### config.mk
export PLATFORM = sky130hd
export DESIGN_NAME = ins_prefetch_register
export DESIGN_NICKNAME = d
export VERILOG_FILES = /design/src/rtl/ev20_defs_pkg.sv /design/src/rtl/ins_fifo.sv /design/src/rtl/ins_prefetch_register.sv
export SDC_FILE = /design/constraint.sdc
export NUM_CORES = 1
export LEC_CHECK = 0
export CAP_MARGIN = 0
export CORE_ASPECT_RATIO = 0.7
export CORE_MARGIN = 2
export CORE_UTILIZATION = 50
export CTS_CLUSTER_SIZE = 25
export DETAILED_ROUTE_END_ITERATION = 8
export HOLD_SLACK_MARGIN = 0.02
export PLACE_DENSITY = 0.87
export REMOVE_ABC_BUFFERS = 1
export SLEW_MARGIN = 20
export SYNTH_ARGS = -nofsm -noshare
export SYNTH_HDL_FRONTEND = slang
export SYNTH_HIERARCHICAL = 1
export SYNTH_SLANG_ARGS = --single-unit
### constraint.sdc
create_clock -name clk -period 2.49 [get_ports clk]
set_input_delay 0.249 -clock clk [delete_from_list [all_inputs] [get_ports clk]]
set_output_delay 0.249 -clock clk [all_outputs]
set_load 0.1 [all_outputs]
### src/rtl/ev20_defs_pkg.sv
// EV-20 microinstruction definitions shared by the instruction path.
// Field bit positions, the default word width and the clear-carry void word.
package ev20_defs;

   localparam int unsigned INS_W_DEF = 14;

   // Microinstruction field bit positions (LSB of each field)
   localparam int unsigned BIT_ALU_OP    = 0;
   localparam int unsigned BIT_SRC_SEL   = 4;
   localparam int unsigned BIT_DST_SEL   = 6;
   localparam int unsigned BIT_CLR_CARRY = 9;
   localparam int unsigned BIT_SEQ_CTL   = 10;

   localparam logic [INS_W_DEF-1:0] CLEAR_CARRY = INS_W_DEF'(1) << BIT_CLR_CARRY;

   typedef enum logic [1:0] {
      IR_HOLD,
      IR_LOAD,
      IR_BUBBLE
   } ir_src_e;

endpackage

### src/rtl/ins_fifo.sv
// Generic synchronous FIFO with clear; full/empty are derived from the count,
// pointers wrap naturally at DEPTH (power of two).
module ins_fifo #(
   parameter int unsigned WIDTH = 14,
   parameter int unsigned DEPTH = 4,
   localparam int unsigned PW = $clog2(DEPTH),
   localparam int unsigned CW = $clog2(DEPTH + 1)
) (
   input  logic             clk,
   input  logic             reset,
   input  logic             push,
   input  logic             pop,
   input  logic             clear,
   input  logic [WIDTH-1:0] wdata,
   output logic [WIDTH-1:0] rdata,
   output logic [CW-1:0]    count,
   output logic             full,
   output logic             empty
);

   logic [WIDTH-1:0] mem_q [DEPTH];
   logic [PW-1:0]    wr_ptr_q, wr_ptr_d;
   logic [PW-1:0]    rd_ptr_q, rd_ptr_d;
   logic [CW-1:0]    count_q, count_d;
   logic             push_ok, pop_ok;

   assign full    = (count_q == CW'(DEPTH));
   assign empty   = (count_q == '0);
   assign push_ok = push & ~full & ~clear;
   assign pop_ok  = pop & ~empty & ~clear;
   assign rdata   = mem_q[rd_ptr_q];
   assign count   = count_q;

   always_comb begin
      wr_ptr_d = wr_ptr_q;
      rd_ptr_d = rd_ptr_q;
      count_d  = count_q;
      if (clear) begin
         wr_ptr_d = '0;
         rd_ptr_d = '0;
         count_d  = '0;
      end else begin
         if (push_ok) wr_ptr_d = wr_ptr_q + PW'(1);
         if (pop_ok)  rd_ptr_d = rd_ptr_q + PW'(1);
         case ({push_ok, pop_ok})
            2'b10:   count_d = count_q + CW'(1);
            2'b01:   count_d = count_q - CW'(1);
            default: count_d = count_q;
         endcase
      end
   end

   always_ff @(posedge clk) begin
      if (reset) begin
         wr_ptr_q <= '0;
         rd_ptr_q <= '0;
         count_q  <= '0;
      end else begin
         wr_ptr_q <= wr_ptr_d;
         rd_ptr_q <= rd_ptr_d;
         count_q  <= count_d;
      end
   end

   // Storage needs no reset: slots are only read after being written.
   always_ff @(posedge clk) begin
      if (push_ok && !reset) mem_q[wr_ptr_q] <= wdata;
   end

endmodule

### src/rtl/ins_prefetch_register.sv
// EV-20 instruction register fed by a prefetch FIFO; bubbles and flushes load
// the void word, and is_void overrides the output combinationally.
module ins_prefetch_register
   import ev20_defs::*;
#(
   parameter int unsigned          INS_W    = INS_W_DEF,
   parameter int unsigned          DEPTH    = 4,
   parameter logic [INS_W-1:0]     VOID_INS = INS_W'(CLEAR_CARRY)
) (
   input  logic                         clk,
   input  logic                         reset,
   input  logic                         in_valid,
   input  logic [INS_W-1:0]             in_ins,
   output logic                         in_ready,
   input  logic                         advance,
   input  logic                         flush,
   input  logic                         is_void,
   output logic [INS_W-1:0]             out_ins,
   output logic                         out_valid,
   output logic [$clog2(DEPTH+1)-1:0]   count
);

   logic [INS_W-1:0] ir_q, ir_d;
   logic             valid_q, valid_d;
   logic [INS_W-1:0] head;
   logic             q_full, q_empty;
   logic             push, pop;
   ir_src_e          ir_src;

   // in_ready depends only on registered count, never on advance.
   assign in_ready = ~q_full;
   assign push     = in_valid & in_ready & ~flush;
   assign pop      = advance & ~q_empty & ~flush;

   ins_fifo #(
      .WIDTH (INS_W),
      .DEPTH (DEPTH)
   ) u_fifo (
      .clk   (clk),
      .reset (reset),
      .push  (push),
      .pop   (pop),
      .clear (flush),
      .wdata (in_ins),
      .rdata (head),
      .count (count),
      .full  (q_full),
      .empty (q_empty)
   );

   always_comb begin
      ir_src = IR_HOLD;
      if (flush)        ir_src = IR_BUBBLE;
      else if (advance) ir_src = q_empty ? IR_BUBBLE : IR_LOAD;

      ir_d    = ir_q;
      valid_d = valid_q;
      case (ir_src)
         IR_LOAD: begin
            ir_d    = head;
            valid_d = 1'b1;
         end
         IR_BUBBLE: begin
            ir_d    = VOID_INS;
            valid_d = 1'b0;
         end
         default: ;
      endcase
   end

   always_ff @(posedge clk) begin
      if (reset) begin
         ir_q    <= '0;
         valid_q <= 1'b0;
      end else begin
         ir_q    <= ir_d;
         valid_q <= valid_d;
      end
   end

   assign out_ins   = is_void ? VOID_INS : ir_q;
   assign out_valid = valid_q;

endmodule

Word level (Yosys, flattened, before mapping)
Memories as Yosys holds them, arrays and structs flattened. A register that Yosys moved wholly into a read port is not among the register bits.
Cells that the tools add are included.
Operators by class
  $mul: 0
  div/mod/pow operators: 0
  muxes and demuxes: 11
  reductions and logical operators: 6
  eq/ne operators: 5
  bitwise logic cells: 11
  $lt $le $gt $ge: 0
  shifts and indexed selects: 0
  add/subtract/negate cells: 4
Operator list (count)
  14-bit one-hot mux with 2 select lines: 1
  14-bit two-way mux: 1
  2-bit two-way mux: 5
  1-bit AND: 8
  3-bit one-hot mux with 2 select lines: 1
  2-bit by 1-bit adder with 2-bit output (second input constant): 2
  2-bit by 1-bit equality test with 1-bit output (second input constant): 2
  2-bit equality test (second input constant): 2
  2-bit nonzero test: 2
  3-bit by 1-bit adder with 3-bit output (second input constant): 1
  3-bit equality test (second input constant): 1
  3-bit zero test: 1
  1-bit NOT: 3
  3-bit by 1-bit subtractor with 3-bit output (second input constant): 1
  1-bit two-way mux: 2
  1-bit one-hot mux with 2 select lines: 1
  2-bit OR reduction: 1
  1-bit logical AND: 1
  1-bit zero test: 1
Word-level totals
  word-level logic and storage cells: 43
  register bits: 22
  memory bits (read-only): 0
  output and inout bits: 19
  memories: 1
  latch bits: 0
  RAM bits: 56
Memories
  u_fifo.mem_q: words 4, width 14, read ports 1, clocked after Yosys merged registers in 1, wr ports 1, line ins_fifo.sv:21  | logic [WIDTH-1:0] mem_q [DEPTH];

Logic depth before layout (Yosys ltp)
  depth in word-level cells: 9
  gate-level depth with buffers: 12
  mapped depth without buffers: 11

Hierarchy
Netlist, hierarchy kept.
By module, submodules not included
  ins_fifo: area an instance 2555.0 um2, instances 1, cells each 128, seq. area each 1861.8 um2
  ins_prefetch_register: area an instance 730.7 um2, instances 1, cells each 85, seq. area each 300.3 um2

Worst setup path after synthesis
Ideal clock, no wire load.
  path type: register to register
  from: register u_fifo.count_q[0] (netlist: u_fifo/count[0])
  to: register u_fifo.count_q[2] (netlist: u_fifo/count[2])
  required time: 2.420 ns
  clock period less this slack: 3.316 ns
  stages on the path, launching flop included: 11
  setup slack: -0.826 ns
  data arrival time: 3.246 ns
  buffers on the path: 0
  cell sequence: dfxtp_1 nor3_1 or3b_2 inv_1 nor3b_2 ha_1 inv_1 fa_1 xor2_1 or3_1 a21oi_1
On the way
  cells in the longest elaborated chain, start to end: 8
Ends and longest elaborated chain
  start: declaration: line ins_fifo.sv:24  | logic [CW-1:0] count_q, count_d;
  start signal: assignment: line ins_fifo.sv:61  | count_q <= count_d;
  3-bit zero test (*): line ins_fifo.sv:28  | assign empty = (count_q == '0);
  named net q_empty: line ins_prefetch_register.sv:26  | logic q_full, q_empty;
  1-bit NOT (*): line ins_prefetch_register.sv:33  | assign pop = advance & ~q_empty & ~flush;
  1-bit AND (*) (2 in series): line ins_prefetch_register.sv:33
  named net pop: line ins_prefetch_register.sv:27  | logic push, pop;
  1-bit AND (*) (2 in series): line ins_fifo.sv:30  | assign pop_ok = pop & ~empty & ~clear;
  2-bit by 1-bit equality test with 1-bit output / 2-bit equality test (equally long branches): line ins_fifo.sv:45  | case ({push_ok, pop_ok})
  3-bit one-hot mux with 2 select lines / 2-bit nonzero test (equally long branches)
Mark *: on every way through the listed nets, which the timed path passes. The rest lies on a longest branch.
A chain may end at the register's enable or synchronous reset.

Worst setup path after layout
  from: register u_fifo.count_q[1] (netlist: u_fifo/count[1])
  to: register u_fifo.count_q[2] (netlist: u_fifo/count[2])
On the way
  cells in the longest elaborated chain, start to end: 8
Ends and longest elaborated chain
  3-bit equality test (*): line ins_fifo.sv:27  | assign full = (count_q == CW'(DEPTH));
  named net q_full: line ins_prefetch_register.sv:26
  1-bit NOT (*): line ins_prefetch_register.sv:31  | assign in_ready = ~q_full;
  1-bit AND (*) (2 in series): line ins_prefetch_register.sv:32  | assign push = in_valid & in_ready & ~flush;
  named net push: line ins_prefetch_register.sv:27
  1-bit AND (*) (2 in series): line ins_fifo.sv:29  | assign push_ok = push & ~full & ~clear;
  2-bit by 1-bit equality test with 1-bit output / 2-bit equality test (equally long branches): line ins_fifo.sv:45
  3-bit one-hot mux with 2 select lines / 2-bit nonzero test (equally long branches)
Marked as above.

==> impl_metrics.csv <==
group,metric,value,unit
final_layout,final_common_cell,"edfxtp_1",
die,core-area,6280,sq um
placement,hpwl,4030,microns
route,routed_wirelength,5990,microns
clock_network,postCtsHoldBufs,0,
final_layout,area_growth,27.7,%
final_layout,final_core_util,66.9,%
die,start_util,52.4,%
synth,synth_area_leader_cell,"edfxtp_1",
timing,finalSetupViolCount,0,
global_route,grt_pass1_wl,9500,microns
clock_network,cts_root_buffer,"clkbuf_8",
critical_path,r2r-start,"u_fifo/count[1]",
final_layout,n_antenna_cell,0,
timing,final_max_slew_viol_count,0,
synth,syn_area,3290,sq um
die,rows,24,
critical_path,arrival,2.73,ns
die,die-area,7250,sq um
clock_network,cts.clk_slew.worst_paths,0.08,ns
clock_network,cts_tree,"done",
critical_path,criticalPathCategory,"flop to flop",
final_layout,final_cell_mix,"edfxtp_1 (56), buf_4 (26), dfxtp_1 (21)",
route,drtAntennaViolNets,0,
critical_path,start_kind,"flop",
min_path,hp-start,"ir_q[5]",
synth,synth_seq_cells,80,
synth,synthCells,213,
global_route,grt_max_degree,17,
synth,ys_warn_count,6,
die,fp.dieH,71.8,microns
timing,tightest_slew,0.688,ns
synth,synth_cell_types,30,
route,via_per_inst,5.33,
power,p_leak,1.43,nW
critical_path,end_kind,"flop",
critical_path,worst_ep_required_time,2.77,ns
die,dieWidth,101,microns
timing,min_period,2.46,ns
clock_network,cts_max_level,3,
placement,pre_cts_slack,-0.301,ns
timing,finalHoldViolCount,0,
clock_network,cts.sinks,80,
synth,synth_area_per_cell,15.4,sq um
power,ir_worst_vdd,0.409,mV
min_path,hold_path.class,"flop to flop",
synth,netlist_top_cells_area,"edfxtp_1 (51%), dfxtp_1 (15%), mux4_2 (9.6%)",
timing,fmax,407,MHz
timing,slew_headroom,54.1,%
timing,final.setup_skew,0.0124,ns
route,drtIter0Drc,92,
final_layout,final_nets,301,
timing,post-route-period-util,98.6,%
timing,setup_ws,0.0342,ns
power,powerDensity,598,nW/um^2
critical_path,path_max_fanout,3,
critical_path,crit_path_top_delay_cell,"a311o_1",
final_layout,layout-drive-gt1-share,30.5,%
placement,io_buffers,38,
clock_network,insertion_delay,0.35,ns
route,vias,1904,
critical_path,path_cells,"buf_4 > inv_1 > and3_2 > nor3b_2 > inv_1 > a311o_1 > ha_2 > buf_4 > buf_4 > xor2_1 > or3_1 > a21oi_2",
global_route,grt-ovfl-total,0,
global_route,grt_pass1_vias,1931,
synth,synth_top_cell_area_share,51.2,%
power,finalPower,2.51,mW
global_route,antenna_found_initial,0,
route,firstDrtPassIters,4,
global_route,grtUsageTotal,18.3,%
clock_network,cts_buffer_depth,2,
critical_path,cpMostUsedCell,"buf_4",
route,drc_errors,0,
placement,gp_congestion,0.790,
critical_path,critPathMaxStageDelay,0.35,ns
clock_network,cts_buffers,9,
route,avgRoutedWirePerCell,16.8,microns
critical_path,crit_start,"u_fifo/count[1]",
run,max_cap_viol_count,0,
die,ios,39,
synth,seq_area_frac_synth,65.8,%
outcome,status,"completed",
==> flip-flops by register name, summed over array words and instances (netlist names), named ones only <==
name	flops
out_valid	1
u_fifo/rd_ptr_q	2
u_fifo/count	3
u_fifo/wr_ptr_q	2
ir_q	14
u_fifo/mem_q	56
==> critical path, delay by kind of cell (launching register included) <==
kind | cells | cell delay, ns
AO/OA/AOI/OAI | 2 | 0.53
flip-flops | 1 | 0.33
adder cells (fa/ha/maj) | 1 | 0.20
buffers and inverters | 5 | 0.49
AND/OR/NAND/NOR | 3 | 0.68
XOR/XNOR | 1 | 0.15
==> power breakdown <==
group	internal, mW	switching [mW]	leakage (nW)	total [mW]
clock network	0.461	0.422	0.0904	0.883
logic	0.0781	0.111	0.638	0.189
registers	1.43	0.00544	0.701	1.44
==> cells in the mapped netlist, drive strengths merged <==
library cell / number
ha: 6
a21oi: 16
or2: 2
fa: 1
dfxtp: 24
a311o: 1
o21ai: 2
xor2: 2
edfxtp: 56
nor2: 4
buf: 7
and3: 1
mux2i: 4
o31ai: 1
inv: 8
nor3b: 6
or3b: 14
or3: 3
clkbuf: 3
nor2b: 14
a21o: 1
nand3b: 2
nor3: 3
mux4: 14
nand2: 18
==> per-stage QoR <==
step	TNS [ns]	cell area, sq um	hold WS [ns]	instances
5_1_grt	-0.0994	4200	0.477	357
4_1_cts	0	4170	0.458	356
3_5_place_dp	-0.329	3980	0.449	340
6_report	0	4200	0.457	357
3_3_place_gp	-0.213	3980	0.443	340
2_1_floorplan	-42.37	3210	0.318	203
==> per-layer routing <==
layer / share of wire (%) / vias to the layer above / wire length [microns] / track usage (%)
met1: 43 / 915 / 2580 / 22.5
met4: 1.8 / 0 / 110 / 8.11
met5: 0 / - / 0 / 0
li1: - / 912 / - / -
met3: 6.1 / 13 / 368 / 5.76
met2: 49 / 64 / 2930 / 30.1
==> final timing paths <==
kind	endpoint	slack (ns)	cells past startpoint
worst max register to register	u_fifo/count[2]	0.03	12
worst min-delay path	ir_q[5]	0.46	2
worst max-delay path	u_fifo/count[2]	0.03	12
worst min register to register	ir_q[5]	0.46	2
==> kinds of logic after synthesis <==
group	Yosys count	synth area share (%)
xor+xnor	2	0.533
compound gates	21	3.50
flops	80	65.8
fa+ha+maj	7	2.89
mux	18	10.8
simple gates	67	13.1
buf+inv	18	3.31
==> timing repair <==
| item | in CTS | in global routing |
|---|---|---|
| endpoints found under the setup margin | 0 | 1 |
| setup buffers | 0 | 1 |
| resized for setup | 0 | 9 |
==> final cells by class <==
| class | instances | area, sq um |
|---|---|---|
| flip-flops and latches | 80 | 2170 |
| fillers | 429 | 2080 |
| multi-input cells | 115 | 1030 |
| repair buffers | 60 | 686 |
| clock buffers | 12 | 135 |
| well taps | 78 | 97.6 |
| clock inverters | 4 | 47.5 |
| inverters | 8 | 30.0 |
Power figures use the tool's default switching activity.
==> RTL edit (same settings) <==
Set the package constant `INS_W_DEF` to 16 (it was 14).
--- a/src/rtl/ev20_defs_pkg.sv
+++ b/src/rtl/ev20_defs_pkg.sv
@@ -4,3 +4,3 @@
 
-   localparam int unsigned INS_W_DEF = 14;
+   localparam int unsigned INS_W_DEF = 16;
 
Interface: changed (resized in_ins and out_ins); port bits go from 39 to 43. The function was not compared with the original's and may differ.
==> RTL edit against the unedited design <==
Synthesized area up 12%; total power up 18%; wire length up 15%; critical endpoint unchanged; clock power up 29%; core utilization down 1.3 points; sequential cell count up 10; design area up 12%; worst setup slack better by 0.063 ns.
==> RTL edit: results (changes against the unedited design) <==
[layout]
clock_buffer_count = 11  ; was 12
fin_util = 0.6561  ; was 0.6687
nMultiInputCombCells = 125  ; was 115
fin_nets = 323  ; was 301
nonClkBufAreaFrac = 0.1623  ; was 0.1634
multi_input_area_share = 0.2371  ; was 0.2466
fillers = 526  ; was 429
final_area_um2 = 4717  ; was 4197 µm²
largest_register_ffs = 64  ; was 56
final_cells = 397  ; was 357
drive_above_1_share = 0.2809  ; was 0.3047
clk_share = 0.04960  ; was 0.04353

[place]
dpl.cell_count = 380  ; was 340
gp_congestion = 0.6934  ; was 0.7895
dp_hpwl_um = 4285  ; was 4031 µm
placed_area_um2 = 4461  ; was 3983 µm²

[synthesis]
syn_inst = 235  ; was 213
synth-seq-cells = 90  ; was 80
synthMuxAreaShare = 0.1093  ; was 0.1081
synth-edff-count = 64  ; was 56
yosysUniqueCellTypes = 31  ; was 30
yosys-top-cells-count = 64 x edfxtp_1, 26 x dfxtp_1, 20 x nand2_1  ; was 56 x edfxtp_1, 24 x dfxtp_1, 18 x nand2_1
synthXorXnorAreaFrac = 0.004780  ; was 0.005331
synth_compound_area_frac = 0.03414  ; was 0.03503
synth_area_leaders = edfxtp_1 52%, dfxtp_1 14%, mux4_2 9.8%  ; was edfxtp_1 51%, dfxtp_1 15%, mux4_2 9.6%
synthAdderAreaFrac = 0.02595  ; was 0.02894

[global_routing]
grt_pass1_wl_um = 10610  ; was 9501 µm
grt_util_all_layers = 0.1842  ; was 0.1829
grt_max_degree = 35  ; was 17

[drt]
drtIter0Drc = 116  ; was 92
routed_wl_um = 6875  ; was 5990 µm
met1_length_um = 2888  ; was 2578 µm
dr_wl_met3_um = 389  ; was 368 µm
wl_met2_um = 3550  ; was 2932 µm
num_vias = 2107  ; was 1904

[worst_hold_path]
hold_path.startpoint = ir_q[14]  ; was ir_q[5]

[sta]
slew_headroom = 0.5415  ; was 0.5409
fin_skew_ns = 0.006568  ; was 0.01244 ns

[outcome]
run_status = finished, final reports clean  ; unchanged

[power]
combPwrFrac = 0.070  ; was 0.075
pwr-share-clk = 0.384  ; was 0.351
p_leak_nw = 1.576  ; was 1.429 nW
power_switching_w = 0.0006010  ; was 0.0005384 W

[setup_path]
cp_max_fo = 2  ; was 3
critPathArrivalTime_ns = 2.68  ; was 2.73 ns

RTL edit: changes by cell type after synthesis:
cell      change
dfxtp_1       +2
buf_6         -1
a21oi_1       +2
nand2_1       +2
mux4_2        +2
edfxtp_1      +8
nor2b_1       +2
buf_4         +1
or3b_1        +2
buf_2         +2
RTL edit: what timing repair did:
action / CTS / global route
setup endpoints to repair: 1 / 1
pin swaps: 0 / 2
resized for setup: 1 / 6
hold endpoints to repair: 0 / 0
cloned: 0 / 0
setup buffers: 0 / 1
hold buffers: 0 / 0
RTL edit: worst max-delay path: stages (launching register included):
cell and delay, ns:
dfxtp_2 0.34, nor3_1 0.05, or3b_4 0.38, inv_2 0.08, nor3b_4 0.23, ha_2 0.22, inv_1 0.05, fa_1 0.37
xor2_1 0.16, or3_1 0.32, a21oi_1 0.13
RTL edit: final timing paths:
| check | slack (ns) | cells past startpoint | endpoint |
|---|---|---|---|
| worst min register to register | 0.45 | 2 | ir_q[14] |
| worst max-delay path | 0.1 | 10 | u_fifo/count[2] |
| worst max register to register | 0.1 | 10 | u_fifo/count[2] |
| worst min-delay path | 0.45 | 2 | ir_q[14] |
RTL edit: through the flow:
step	setup slack (ns)	hold slack [ns]
after detailed placement	-0.3254	0.4467
after global routing	0.009034	0.4745
after CTS	0.006420	0.4581
final	0.09735	0.4538
after global placement	-0.1975	0.4383
after floorplan	-0.8264	0.3181
RTL edit: metal layers:
metal,vias to the layer above,GRT usage
li1,990,-
met1,1046,0.2294
met2,62,0.3234
met3,9,0.05560
met4,0,0.04825
met5,-,0
RTL edit: cells by family after synthesis:
logic type      after synthesis
xor+xnor                      2
simple gates                 73
flops                        90
fa+ha+maj                     7
compound gates               23
mux                          20
buf+inv                      20
